[config.mk]
export PLATFORM = sky130hd
export DESIGN_NAME = sram_ctrl
export DESIGN_NICKNAME = d
export VERILOG_FILES = /design/src/rtl/sram_ctrl_pkg.sv /design/src/rtl/sram_ctrl.sv
export SDC_FILE = /design/constraint.sdc
export NUM_CORES = 1
export LEC_CHECK = 0
export CORE_ASPECT_RATIO = 1.4
export CORE_MARGIN = 2
export CORE_UTILIZATION = 40
export DETAILED_ROUTE_END_ITERATION = 10
export PLACE_DENSITY = 0.86
export SKIP_LAST_GASP = 1
export SYNTH_ARGS = -nofsm -noshare
export SYNTH_HDL_FRONTEND = slang
export SYNTH_SLANG_ARGS = --single-unit
[constraint.sdc]
create_clock -name clk -period 3.6 [get_ports clk]
set_input_delay 0.54 -clock clk [delete_from_list [all_inputs] [get_ports clk]]
set_output_delay 0.54 -clock clk [all_outputs]
set_load 0.005 [all_outputs]
[src/rtl/sram_ctrl_pkg.sv]
// Shared definitions for the SRAM controller.
// Contents: FSM state encoding, transfer target encoding, Wishbone select
// bit indices, default SRAM address width, counter width and the select
// decode helper.
package sram_ctrl_pkg;

    typedef enum logic [1:0] {
        StIdle,
        StAccess,
        StDone
    } state_e;

    typedef enum logic [1:0] {
        TgtBase,
        TgtExt,
        TgtNone
    } target_e;

    localparam int unsigned SEL_BASE       = 0;
    localparam int unsigned SEL_EXT        = 1;
    localparam int unsigned ADDR_W_DEFAULT = 20;
    // Wide enough for WAIT_CYCLES-1 up to 14.
    localparam int unsigned CNT_W          = 4;

    // Base RAM wins over ext RAM; any other nonzero select is unmapped.
    function automatic target_e decode_target(input logic [15:0] sel);
        if (sel[SEL_BASE]) begin
            return TgtBase;
        end else if (sel[SEL_EXT]) begin
            return TgtExt;
        end
        return TgtNone;
    endfunction

endpackage

[src/rtl/sram_ctrl.sv]
// Wishbone-to-asynchronous-SRAM controller for a base RAM and an ext RAM
// sharing one address/data bus.
// Ports:
//   clk, rst            clock, asynchronous active-low reset
//   wb_data_i/addr_i    write data and byte address from the bus master
//   wb_we_i             1 = write, 0 = read
//   wb_select_i         one-hot device select (bit0 base, bit1 ext)
//   wb_data_o/ack_o     read data and one-cycle completion pulse
//   sram_addr           word address (byte address / 4)
//   sram_data_o/oe      write data and data-bus drive enable
//   sram_data_i         read data from the SRAM
//   base_ce_n/ext_ce_n  chip enables, active-low
//   sram_oe_n/we_n      output / write enables, active-low
// A request is taken in IDLE, held for WAIT_CYCLES access cycles, then
// acknowledged in DONE. All outputs are registered.
module sram_ctrl
    import sram_ctrl_pkg::*;
#(
    parameter int unsigned WAIT_CYCLES = 2,
    parameter int unsigned ADDR_W      = ADDR_W_DEFAULT
) (
    input  logic              clk,
    input  logic              rst,
    input  logic [31:0]       wb_data_i,
    input  logic [31:0]       wb_addr_i,
    input  logic              wb_we_i,
    input  logic [15:0]       wb_select_i,
    output logic [31:0]       wb_data_o,
    output logic              wb_ack_o,
    output logic [ADDR_W-1:0] sram_addr,
    output logic [31:0]       sram_data_o,
    output logic              sram_data_oe,
    input  logic [31:0]       sram_data_i,
    output logic              base_ce_n,
    output logic              ext_ce_n,
    output logic              sram_oe_n,
    output logic              sram_we_n
);

    localparam logic [CNT_W-1:0] CNT_LOAD = CNT_W'(WAIT_CYCLES - 1);

    state_e           state;
    logic [CNT_W-1:0] cnt;
    logic             xfer_we;
    target_e          req_tgt;
    logic             unused_addr;

    assign req_tgt     = decode_target(wb_select_i);
    // Byte-lane and above-range address bits are not part of the word address.
    assign unused_addr = ^{wb_addr_i[31:ADDR_W+2], wb_addr_i[1:0]};

    always_ff @(posedge clk or negedge rst) begin
        if (!rst) begin
            state        <= StIdle;
            cnt          <= '0;
            xfer_we      <= 1'b0;
            wb_ack_o     <= 1'b0;
            wb_data_o    <= '0;
            base_ce_n    <= 1'b1;
            ext_ce_n     <= 1'b1;
            sram_oe_n    <= 1'b1;
            sram_we_n    <= 1'b1;
            sram_data_oe <= 1'b0;
            sram_addr    <= '0;
            sram_data_o  <= '0;
        end else begin
            unique case (state)
                StIdle: begin
                    if (wb_select_i != '0) begin
                        xfer_we     <= wb_we_i;
                        sram_addr   <= wb_addr_i[ADDR_W+1:2];
                        sram_data_o <= wb_data_i;
                        if (req_tgt == TgtNone) begin
                            // Unmapped: acknowledge straight away, no SRAM cycle.
                            state     <= StDone;
                            wb_ack_o  <= 1'b1;
                            wb_data_o <= '0;
                        end else begin
                            state        <= StAccess;
                            cnt          <= CNT_LOAD;
                            base_ce_n    <= (req_tgt != TgtBase);
                            ext_ce_n     <= (req_tgt != TgtExt);
                            sram_oe_n    <= wb_we_i;
                            // CNT_LOAD is never 0, so the first write cycle strobes.
                            sram_we_n    <= ~wb_we_i;
                            sram_data_oe <= wb_we_i;
                            if (wb_we_i) begin
                                wb_data_o <= '0;
                            end
                        end
                    end
                end
                StAccess: begin
                    if (cnt == '0) begin
                        state        <= StDone;
                        wb_ack_o     <= 1'b1;
                        base_ce_n    <= 1'b1;
                        ext_ce_n     <= 1'b1;
                        sram_oe_n    <= 1'b1;
                        sram_we_n    <= 1'b1;
                        sram_data_oe <= 1'b0;
                        if (!xfer_we) begin
                            wb_data_o <= sram_data_i;
                        end
                    end else begin
                        cnt       <= cnt - 1'b1;
                        // Release we_n for the final (hold) cycle, where cnt becomes 0.
                        sram_we_n <= ~(xfer_we && (cnt != CNT_W'(1)));
                    end
                end
                StDone: begin
                    wb_ack_o <= 1'b0;
                    state    <= StIdle;
                end
                default: begin
                    state <= StIdle;
                end
            endcase
        end
    end

endmodule
======== Word level (Yosys, flattened, before mapping) ========
Index checks and enable logic that the tools add are counted.
word-level totals
  register bits ........................... 97
  bits in latches ......................... 0
  bits in writable memories ............... 0
  ROM bits ................................ 0
  bits of input ports ..................... 115
  output and inout bits ................... 90
  word-level logic and storage cells ...... 79
  memories kept ........................... 0
operators by class
  add/sub/neg operators ................... 1
  multiply operators ...................... 0
  div/mod/pow operators ................... 0
  magnitude comparators ................... 0
  equality and inequality tests ........... 12
  shift operators ......................... 0
  muxes and demuxes ....................... 38
  bitwise gates (word level) .............. 2
  reductions and logical operators ........ 14
operators by type and width
  operator               number
  $mux W32               5
  $pmux W32 S2           1
  $reduce_bool A16 Y1    1
  $mux W1                15
  $mux W2                6
  $mux W4                3
  $ne A2 B2 Y1 const B   6
  $reduce_and A4 Y1      3
  $pmux W1 S2            5
  $pmux W4 S2            1
  $reduce_and A5 Y1      1
  $eq A2 B2 Y1 const B   2
  $logic_not A4 Y1       1
  $ne A4 B1 Y1 const B   1
  $pmux W2 S2            1
  $reduce_and A2 Y1      2
  $reduce_bool A2 Y1     2
  $sub A4 B1 Y4 const B  1
  $ne A3 B3 Y1 const B   1
  $pmux W1 S3            1
  $reduce_and A3 Y1      1
  $reduce_bool A3 Y1     1
  $eq A2 B1 Y1 const B   1
  $logic_not A2 Y1       1
  other kinds (3)        4

======== Longest topological paths before layout ========
Gate-level depths: netlist of the first run.
  depth in word-level cells ............... 7
  gate-level depth with buffers ........... 8

======== Worst setup path after synthesis of the first run ========
OpenSTA, ideal clock, no wires.
  path type ............................... in2reg
  start ................................... input wb_select_i[3]
  end ..................................... register sram_addr[0]
  setup time .............................. 0.125 ns
  arrival ................................. 1.871 ns
  required time ........................... 3.475 ns
  slack ................................... 1.604 ns
  stages on the path ...................... 5
  path buffers ............................ 1
  path through ............................ nor4_1 nand4_1 o21ai_2 buf_2 mux2_2
on the way
  word-level cells in the longest chain between the ends .. 2
RTL lines
  what                                line             source
  start: declaration                  sram_ctrl.sv:27  input logic [15:0] wb_select_i,
  $reduce_bool A16 Y1                 sram_ctrl.sv:69  if (wb_select_i != '0) begin
  $reduce_and A2 Y1 (no source line)  --
  end signal: assignment              sram_ctrl.sv:71  sram_addr <= wb_addr_i[ADDR_W+1:2];
  end: declaration                    sram_ctrl.sv:30  output logic [ADDR_W-1:0] sram_addr,
No other way between the ends.
A chain may end at the register's enable or synchronous reset.

======== Worst setup path in the final report of the first run ========
  start ................................... input wb_select_i[13]
  end ..................................... register sram_addr[12]
Same word-level chain as after synthesis.

==> flow_metrics.env, run 1 <==
export IMPL_n_antenna_cell=0
export IMPL_report_final_hold_viol_count=0
export IMPL_clkTransAtPathRegs_ps=70
export IMPL_syn_area_sq_um=3770
export IMPL_grt_pass1_vias=3146
export IMPL_cts_repair_resized=0
export IMPL_start_util_pct=41.5
export IMPL_setup_viol=0
export IMPL_yosys_area_top_type="dfrtp_1"
export IMPL_relSlewSlack_pct=41.9
export IMPL_drc=0
export IMPL_port_buffers=192
export IMPL_drv_cap=0
export IMPL_core_area_sq_um=9080
export IMPL_dr_pass1_iters=4
export IMPL_cp_end_kind="flip-flop"
export IMPL_ant_nets=0
export IMPL_slew_violations=0
export IMPL_final_cell_mix="clkdlybuf4s50_1 (191), dfrtp_1 (93), mux2_2 (53)"
export IMPL_grt_max_degree=72
export IMPL_rr_endpoint="wb_data_o[11]"
export IMPL_dp_hpwl_mm=7.03
export IMPL_cts_root_buffer="clkbuf_16"
export IMPL_tns_ps=0
export IMPL_antenna_found_initial=0
export IMPL_clkSinkCount=97
export IMPL_required_ps=3810
export IMPL_avgSynthCellArea_sq_um=14.7
export IMPL_worstMarginPinSlew_ps=872
export IMPL_post_cts_buffers=0
export IMPL_dieArea_sq_um=10200
export IMPL_clk_latency_ps=330
export IMPL_grt_use_total_pct=19.1
export IMPL_syn_num_nets=375
export IMPL_synth_cell_types=34
export IMPL_ctsHtreeMaxLevel=3
export IMPL_final_layout_size_suffix_gt1_share_pct=18.0
export IMPL_final_nets=569
export IMPL_final_core_util_pct=67.7
export IMPL_row_count=41
export IMPL_via_per_inst=5.10
export IMPL_routed_via_count=2868
export IMPL_dieWidth_um=86.0
export IMPL_final_common_cell="clkdlybuf4s50_1"
export IMPL_yosysTopAreaCellShare_pct=61.8
export IMPL_place_congestion=0.781
export IMPL_area_growth_syn_to_layout_pct=63.1
export IMPL_seq_area_frac_synth_pct=64.5
export IMPL_synth_area_leaders="dfrtp_1 (62%), mux2_2 (16%), a22o_1 (7.4%), dfstp_2 (2.8%), buf_2 (1.2%)"
export IMPL_fin_ws_ps=1240
export IMPL_gr_total_overflow=0
export IMPL_postSynthCellCount=257
export IMPL_grt_pass1_wl_mm=15.3
export IMPL_r2r_setup_slack_ps=1390
export IMPL_power_density_nw_per_um2=863
export IMPL_status="finished clean"
export IMPL_critPathKind="in2reg"
export IMPL_synth_seq_cells=97
export IMPL_die_y_um=119
export IMPL_cellLeakagePower_nw=2.60
export IMPL_period_share_pct=65.6
export IMPL_fin_skew_ps=6.74
export IMPL_fmax_mhz=424
export IMPL_cts_made_buffers=9
export IMPL_post_drt_wl_per_cell_um=17.0
export IMPL_io_pins=205
export IMPL_dp_slack_ps=883
export IMPL_peakVddDrop_mv=0.437
export IMPL_r2r_cells=7
export IMPL_post_route_min_period_ps=2360
export IMPL_rsz0062_at_grt="false"
export IMPL_start_kind="input pin"
export IMPL_synth_warnings=0
export IMPL_wl_mm=9.56
export IMPL_worstPathMaxFanout=53
export IMPL_arrival_ps=2570
export IMPL_clockBufferDepth=2
export IMPL_hold_class="in2async"
export IMPL_drt_iter0_drc=54
export IMPL_p_total_w=0.00530
export IMPL_cts_tree="done"
export IMPL_whs_ps=329
export IMPL_ctsHoldBuffers=0
export IMPL_worst_r2r_startpoint="cnt[0]"
[state kept, by name, indices dropped and copies added (netlist names), 2 cells and up]
| name | count |
|---|---|
| cnt | 4 |
| sram_addr | 20 |
| sram_data_o | 32 |
| state | 2 |
| wb_data_o | 32 |
[power by group]
group	internal (W)	switching, W
clock network	0.000622	0.000382
logic	0.00154	0.000806
registers	0.00164	0.000313
[worst max-delay path by stage]
| stage | start | to | depth (start not counted) |
|---|---|---|---|
| 3_3_place_gp | wb_select_i[3] | sram_data_o[1] | 6 |
| 5_1_grt | wb_select_i[3] | sram_addr[12] | 6 |
| 2_1_floorplan | wb_select_i[3] | sram_addr[0] | 5 |
| 4_1_cts | wb_select_i[13] | sram_data_o[2] | 6 |
| 6_report | wb_select_i[13] | sram_addr[12] | 6 |
| 3_5_place_dp | wb_select_i[13] | sram_data_o[2] | 6 |
[cell usage after synthesis]
cell type,instances
o32ai_2,1
a211oi_1,1
o22ai_1,3
nand3_1,2
o221a_2,1
buf_2,9
inv_1,6
a21oi_1,2
nor3b_1,1
mux2_2,53
o21ai_0,5
a211o_1,1
nand2_1,2
or2_0,1
o22a_1,2
or3b_1,1
ha_1,3
a22oi_1,2
dfrtp_1,93
o311ai_0,1
dfstp_2,4
a2bb2oi_1,2
a22o_1,32
a21boi_0,2
nor3_1,2
clkbuf_1,5
nor2_1,11
nand2b_1,1
nor3_4,1
nor4_1,3
nor2b_1,1
o21ai_2,1
nand4_1,1
o32a_1,1
[routing by layer]
| layer | vias up | wire (um) | global-route usage, % |
|---|---|---|---|
| li1 | 1328 | - | - |
| met1 | 1397 | 3670 | 21.2 |
| met2 | 128 | 5050 | 34.4 |
| met3 | 15 | 661 | 4.23 |
| met4 | 0 | 183 | 7.84 |
| met5 | - | 0 | 0 |
[area by class of cell]
type                       count  area [sq um]
fill                         660          2930
sequential                    97          2430
timing repair buffer         197          1970
multi-input combinational    140          1270
clock buffer                  10           239
tap                          107           134
clock inverter                 5          80.1
inverter                       6          22.5
[critical path, cell delays in order]
cell and delay, ps:
clkdlybuf4s50_1 410, nor4_1 290, nand4_1 350, o21ai_4 280, buf_12 280, mux2_2 380
[per-stage QoR]
step	instances	instance area [sq um]
floorplan	257	3770
global placement	547	5830
detailed placement	547	5830
CTS	562	6150
global route	562	6150
finish	562	6150
[kinds of logic after synthesis]
family	Yosys count	share of synthesized area [%]
AO/OA/AOI/OAI	57	12.5
multiplexers	53	15.8
buffers and inverters	20	2.29
AND/OR/NAND/NOR	27	3.85
adder cells (fa/ha/maj)	3	0.996
flip-flops	97	64.5
Power figures use the tool's default switching activity.
==> run 2, diff against run 1 <==
- CORE_UTILIZATION: 40 -> 39
- PLACE_DENSITY: 0.86 -> 0.84
- clock period: 3.6 -> 2.4 ns (I/O delays scaled with it)
==> run 2 against run 1 <==
Routed wire length is 1.0% higher. Worst hold slack worse by 300 ps. Clock skew is 2.9 ps higher. Utilization is 1.6 points lower. Setup slack worse by 950 ps. Register-to-register slack worse by 1100 ps. Combinational power is 53% higher. Flip-flop and latch count stayed put. Die area is 2.5% higher. Non-clock buffer count is 5 higher. Sequential share of layout area is 0.47 points lower. Largest cell class unchanged.
==> flow_metrics.env, run 2 (synthesized netlist as in run 1, its figures left out) <==
export IMPL_worstMarginPinSlew_ps=589
export IMPL_port_buffers=192
export IMPL_n_antenna_cell=0
export IMPL_p_total_w=0.00802
export IMPL_start_util_pct=40.1
export IMPL_antenna_found_initial=0
export IMPL_power_frac_comb_pct=44.8
export IMPL_r2r_setup_slack_ps=280
export IMPL_peakVddDrop_mv=0.637
export IMPL_placed_area_sq_um=5890
export IMPL_cp_end_kind="flip-flop"
export IMPL_clkTransAtPathRegs_ps=70
export IMPL_dp_hpwl_mm=7.11
export IMPL_cellLeakagePower_nw=2.64
export IMPL_grt_pass1_vias=3131
export IMPL_post_drt_wl_per_cell_um=16.9
export IMPL_tns_ps=0
export IMPL_arrival_ps=2380
export IMPL_drt_iter0_drc=81
export IMPL_slew_violations=0
export IMPL_ctsHoldBuffers=0
export IMPL_dieWidth_um=87.1
export IMPL_grt_use_total_pct=18.5
export IMPL_critPathKind="reg2reg"
export IMPL_post_cts_buffers=0
export IMPL_routed_via_count=2905
export IMPL_status="finished clean"
export IMPL_clockBufferDepth=2
export IMPL_wl_mm=9.66
export IMPL_clk_latency_ps=330
export IMPL_cts_root_buffer="clkbuf_16"
export IMPL_cts_repair_resized=0
export IMPL_clkSinkCount=97
export IMPL_final_common_cell="clkdlybuf4s50_1"
export IMPL_final_cell_mix="clkdlybuf4s50_1 (191), dfrtp_1 (93), mux2_2 (53)"
export IMPL_period_share_pct=88.2
export IMPL_top_regs="sram_data_o: 32 flops, wb_data_o: 32 flops, sram_addr: 20 flops"
export IMPL_place_congestion=0.752
export IMPL_grt_pass1_wl_mm=15.1
export IMPL_fin_area_sq_um=6220
export IMPL_fmax_mhz=473
export IMPL_final_layout_size_suffix_gt1_share_pct=19.1
export IMPL_p_clk_share_pct=18.9
export IMPL_die_y_um=120
export IMPL_p_int_w=0.00574
export IMPL_fin_skew_ps=9.60
export IMPL_cts_tree="done"
export IMPL_cts_made_buffers=9
export IMPL_hold_class="in2async"
export IMPL_ant_nets=0
export IMPL_p_sw_share_pct=28.4
export IMPL_start_kind="flip-flop"
export IMPL_grt_max_degree=54
export IMPL_io_pins=205
export IMPL_gr_total_overflow=0
export IMPL_relSlewSlack_pct=60.7
export IMPL_rsz0062_at_grt="false"
export IMPL_row_count=42
export IMPL_drc=0
export IMPL_core_area_sq_um=9410
export IMPL_dr_pass1_iters=6
export IMPL_seq_power_share_pct=36.3
export IMPL_nFillCells=706
export IMPL_via_per_inst=5.09
export IMPL_area_growth_syn_to_layout_pct=65.0
export IMPL_setup_viol=0
export IMPL_worstPathMaxFanout=32
export IMPL_final_nets=574
export IMPL_power_density_nw_per_um2=1290
export IMPL_dieArea_sq_um=10500
export IMPL_report_final_hold_viol_count=0
export IMPL_post_route_min_period_ps=2120
export IMPL_drv_cap=0
export IMPL_p_sw_w=0.00228
export IMPL_required_ps=2660
export IMPL_ctsHtreeMaxLevel=3
run 2: cell count changes in the layout (fill, tap and decap cells not counted), sizes merged:
| cell | change |
|---|---|
| clkbuf | +3 |
| clkinvlp | -1 |
| bufinv | -1 |
| buf | +5 |
run 2: power by group through the flow:
| stage | sequential [W] | clock, W | combinational (W) |
|---|---|---|---|
| 4_1_cts | 0.00292 | 0.00154 | 0.00365 |
| 3_5_place_dp | 0.00292 | 0 | 0.00364 |
| 5_1_grt | 0.00301 | 0.00162 | 0.00387 |
| 2_1_floorplan | 0.00295 | 0 | 0.00147 |
| 6_report | 0.00291 | 0.00151 | 0.00359 |
| 3_3_place_gp | 0.00288 | 0 | 0.00353 |
run 2: through the flow:
stage | hold slack [ps] | instances | worst slack, ps | util [%]
final | 25.5 | 571 | 284 | 66.1
after CTS | 35.8 | 571 | 277 | 66.1
after global placement | 383 | 555 | 154 | 62.6
after detailed placement | 403 | 555 | 12.4 | 62.6
after global routing | 62.3 | 571 | 131 | 66.1
after floorplan | 64.4 | 257 | 427 | -
run 2: final timing paths:
check,from,end,depth (start not counted)
max,cnt[0],wb_data_o[26],6
min,rst,wb_data_o[8],1
max reg2reg,cnt[0],wb_data_o[26],6
min reg2reg,wb_data_o[10],wb_data_o[10],1
max in group asynchronous,rst,sram_data_o[16],2
min in group clk,wb_data_o[10],wb_data_o[10],1
run 2: area by class of cell:
type	count	area (sq um)	area share (%)
clock buffer	13	280	4.51
clock inverter	3	46.3	0.744
inverter	6	22.5	0.362
multi-input combinational	140	1270	20.4
sequential	97	2430	39.1
tap	110	138	2.21
timing repair buffer	202	2030	32.7
run 2: worst max-delay path, cell delays in order (launching register included):
cell and delay [ps]:
dfrtp_1 430, inv_1 100, ha_1 180, or3b_1 490
nor3_4 250, buf_4 360, a22o_1 220
run 2: metal layers:
metal	GRT usage, %	vias up	share of wire [%]
met1	20.7	1411	38
met5	0	-	0
met3	4.85	14	7.4
met4	7.52	0	1.7
li1	-	1341	-
met2	32.8	139	53
==> run 3, diff against run 2 <==
--- a/config.mk
+++ b/config.mk
@@ -8,7 +8,7 @@
 export CORE_ASPECT_RATIO = 1.4
 export CORE_MARGIN = 2
-export CORE_UTILIZATION = 39
+export CORE_UTILIZATION = 35
 export DETAILED_ROUTE_END_ITERATION = 10
-export PLACE_DENSITY = 0.84
+export PLACE_DENSITY = 0.8
 export SKIP_LAST_GASP = 1
 export SYNTH_ARGS = -nofsm -noshare
==> constraint.sdc (replaced) <==
create_clock -name clk -period 1.9 [get_ports clk]
set_input_delay 0.38 -clock clk [delete_from_list [all_inputs] [get_ports clk]]
set_output_delay 0.38 -clock clk [all_outputs]
set_load 0.005 [all_outputs]
==> run 3 against run 2 <==
The flow now finishes with violations (setup timing). Routed wire length grew 14%. Sequential share of layout area shrank 2.3 points. Cell area grew 6.2%. Largest power group unchanged.
==> flow_metrics.env, run 3 (synthesized netlist as in run 1, its figures left out) <==
export IMPL_antenna_found_initial=0
export IMPL_r2r_setup_slack_ps=-60
export IMPL_clkTransAtPathRegs_ps=70
export IMPL_n_antenna_cell=0
export IMPL_area_growth_syn_to_layout_pct=75.3
export IMPL_start_util_pct=36.0
export IMPL_cts_tree="done"
export IMPL_final_common_cell="clkdlybuf4s50_1"
export IMPL_dp_hpwl_mm=7.25
export IMPL_cellLeakagePower_nw=2.91
export IMPL_drc=0
export IMPL_worst_r2r_startpoint="cnt[0]"
export IMPL_p_clk_share_pct=15.3
export IMPL_die_y_um=127
export IMPL_fmax_mhz=511
export IMPL_ant_nets=0
export IMPL_power_density_nw_per_um2=1640
export IMPL_status="finished with violations"
export IMPL_post_drt_wl_per_cell_um=17.7
export IMPL_peakVddDrop_mv=0.893
export IMPL_grt_use_total_pct=18.2
export IMPL_final_nets=597
export IMPL_whs_ps=86.4
export IMPL_hold_class="in2async"
export IMPL_arrival_ps=2170
export IMPL_r2r_cells=7
export IMPL_rsz0062_at_grt="true"
export IMPL_gr_total_overflow=0
export IMPL_fin_area_sq_um=6610
export IMPL_clockBufferDepth=2
export IMPL_p_sw_w=0.00322
export IMPL_nFillCells=833
export IMPL_tns_ps=-1030
export IMPL_cpMaxStageDelayCell="or3b_4"
export IMPL_worstMarginPinSlew_ps=505
export IMPL_row_count=44
export IMPL_place_inst=589
export IMPL_post_route_min_period_ps=1960
export IMPL_place_congestion=0.778
export IMPL_setup_viol=32
export IMPL_final_cells=621
export IMPL_routed_via_count=3086
export IMPL_grt_max_degree=98
export IMPL_wl_mm=11.0
export IMPL_final_cell_mix="clkdlybuf4s50_1 (179), dfrtp_1 (93), mux2_2 (35)"
export IMPL_grt_pass1_wl_mm=16.6
export IMPL_seq_power_share_pct=34.2
export IMPL_via_per_inst=4.97
export IMPL_placed_area_sq_um=5990
export IMPL_cts_made_buffers=9
export IMPL_required_ps=2110
export IMPL_clk_latency_ps=340
export IMPL_max_stage_delay_ps=400
export IMPL_io_pins=205
export IMPL_period_share_pct=103
export IMPL_dieArea_sq_um=11600
export IMPL_violations="setup timing"
export IMPL_final_layout_size_suffix_gt1_share_pct=24.6
export IMPL_cp_end_kind="flip-flop"
export IMPL_critPathKind="reg2reg"
export IMPL_cts_root_buffer="clkbuf_16"
export IMPL_clkSinkCount=97
export IMPL_fin_ws_ps=-57.2
export IMPL_rr_endpoint="wb_data_o[23]"
export IMPL_ctsHtreeMaxLevel=3
export IMPL_core_area_sq_um=10500
export IMPL_worstPathMaxFanout=8
export IMPL_power_frac_comb_pct=50.5
export IMPL_path_cells="inv_2 > ha_4 > or3b_4 > nor3_4 > o32ai_4 > buf_12 > a22o_1"
export IMPL_dr_pass1_iters=4
export IMPL_dieWidth_um=91.7
export IMPL_p_sw_share_pct=29.6
export IMPL_report_final_hold_viol_count=0
export IMPL_drv_cap=0
export IMPL_grt_pass1_vias=3384
export IMPL_multi_input_area_sq_um=1380
export IMPL_top_regs="sram_data_o: 32 flops, wb_data_o: 32 flops, sram_addr: 20 flops"
export IMPL_slew_violations=0
export IMPL_start_kind="flip-flop"
export IMPL_p_total_w=0.0109
export IMPL_port_buffers=192
export IMPL_relSlewSlack_pct=66.4
export IMPL_ff_latch_area_sq_um=2430
export IMPL_fin_skew_ps=4.70
export IMPL_p_int_w=0.00764
export IMPL_drt_iter0_drc=76
==> run 3: cell types whose count changed in the layout (fill, tap and decap cells not counted), sizes merged <==
cell / delta
buf: +19
bufinv: -1
clkbuf: +1
clkdlybuf4s50: -12
clkinv: +2
dlygate4sd2: +8
dlymetal6s2s: +4
inv: +1
==> run 3: how the worst max path moves through the flow <==
stage,startpoint,cells past startpoint,end,slack (ps)
after floorplan,cnt[0],8,wb_data_o[0],-10
after global placement,wb_select_i[2],7,wb_data_o[4],-400
after detailed placement,wb_select_i[2],7,wb_data_o[23],-450
after CTS,cnt[0],7,wb_data_o[23],-50
after global routing,cnt[1],7,wb_data_o[23],-130
final,cnt[0],7,wb_data_o[23],-60
==> run 3: layer usage <==
layer / track usage (%) / wire (um)
met1: 19.6 / 4100
met3: 4.16 / 560
met4: 8.52 / 402
met2: 33.4 / 5950
met5: 0 / 0
==> run 3: worst max-delay path, delay by kind of cell, from the launching register on <==
family,cells,cell delay [ps]
compound gates,2,390
fa+ha+maj,1,140
buf+inv,2,270
flops,1,380
simple gates,2,650
==> run 3: power groups by stage <==
stage / Combinational [W] / Clock (W) / Sequential (W)
final: 0.00548 / 0.00167 / 0.00371
after CTS: 0.00525 / 0.00170 / 0.00370
after global routing: 0.00582 / 0.00178 / 0.00385
after global placement: 0.00455 / 0 / 0.00366
after floorplan: 0.00186 / 0 / 0.00373
after detailed placement: 0.00469 / 0 / 0.00370
==> run 3: final cells by class <==
type / instances / area share (%)
inverter: 6 / 0.341
tap: 138 / 2.61
sequential: 97 / 36.8
timing repair buffer: 225 / 35.3
clock inverter: 5 / 0.474
clock buffer: 10 / 3.62
multi-input combinational: 140 / 20.8
==> run 3: through the flow <==
stage          util, %  setup slack [ps]
2_1_floorplan        -             -11.8
3_3_place_gp      57.2              -396
3_5_place_dp      57.2              -450
4_1_cts           61.9             -46.5
5_1_grt           63.1              -133
6_report          63.1             -57.2
==> run 3: repair_timing <==
action | in CTS | in global routing
setup endpoints to repair | 85 | 90
buffers inserted | 7 | 4
pin swaps | 1 | 7
gates cloned | 3 | 5
endpoints found under the hold margin | 0 | 0
resized for setup | 29 | 19
hold buffers | 0 | 0
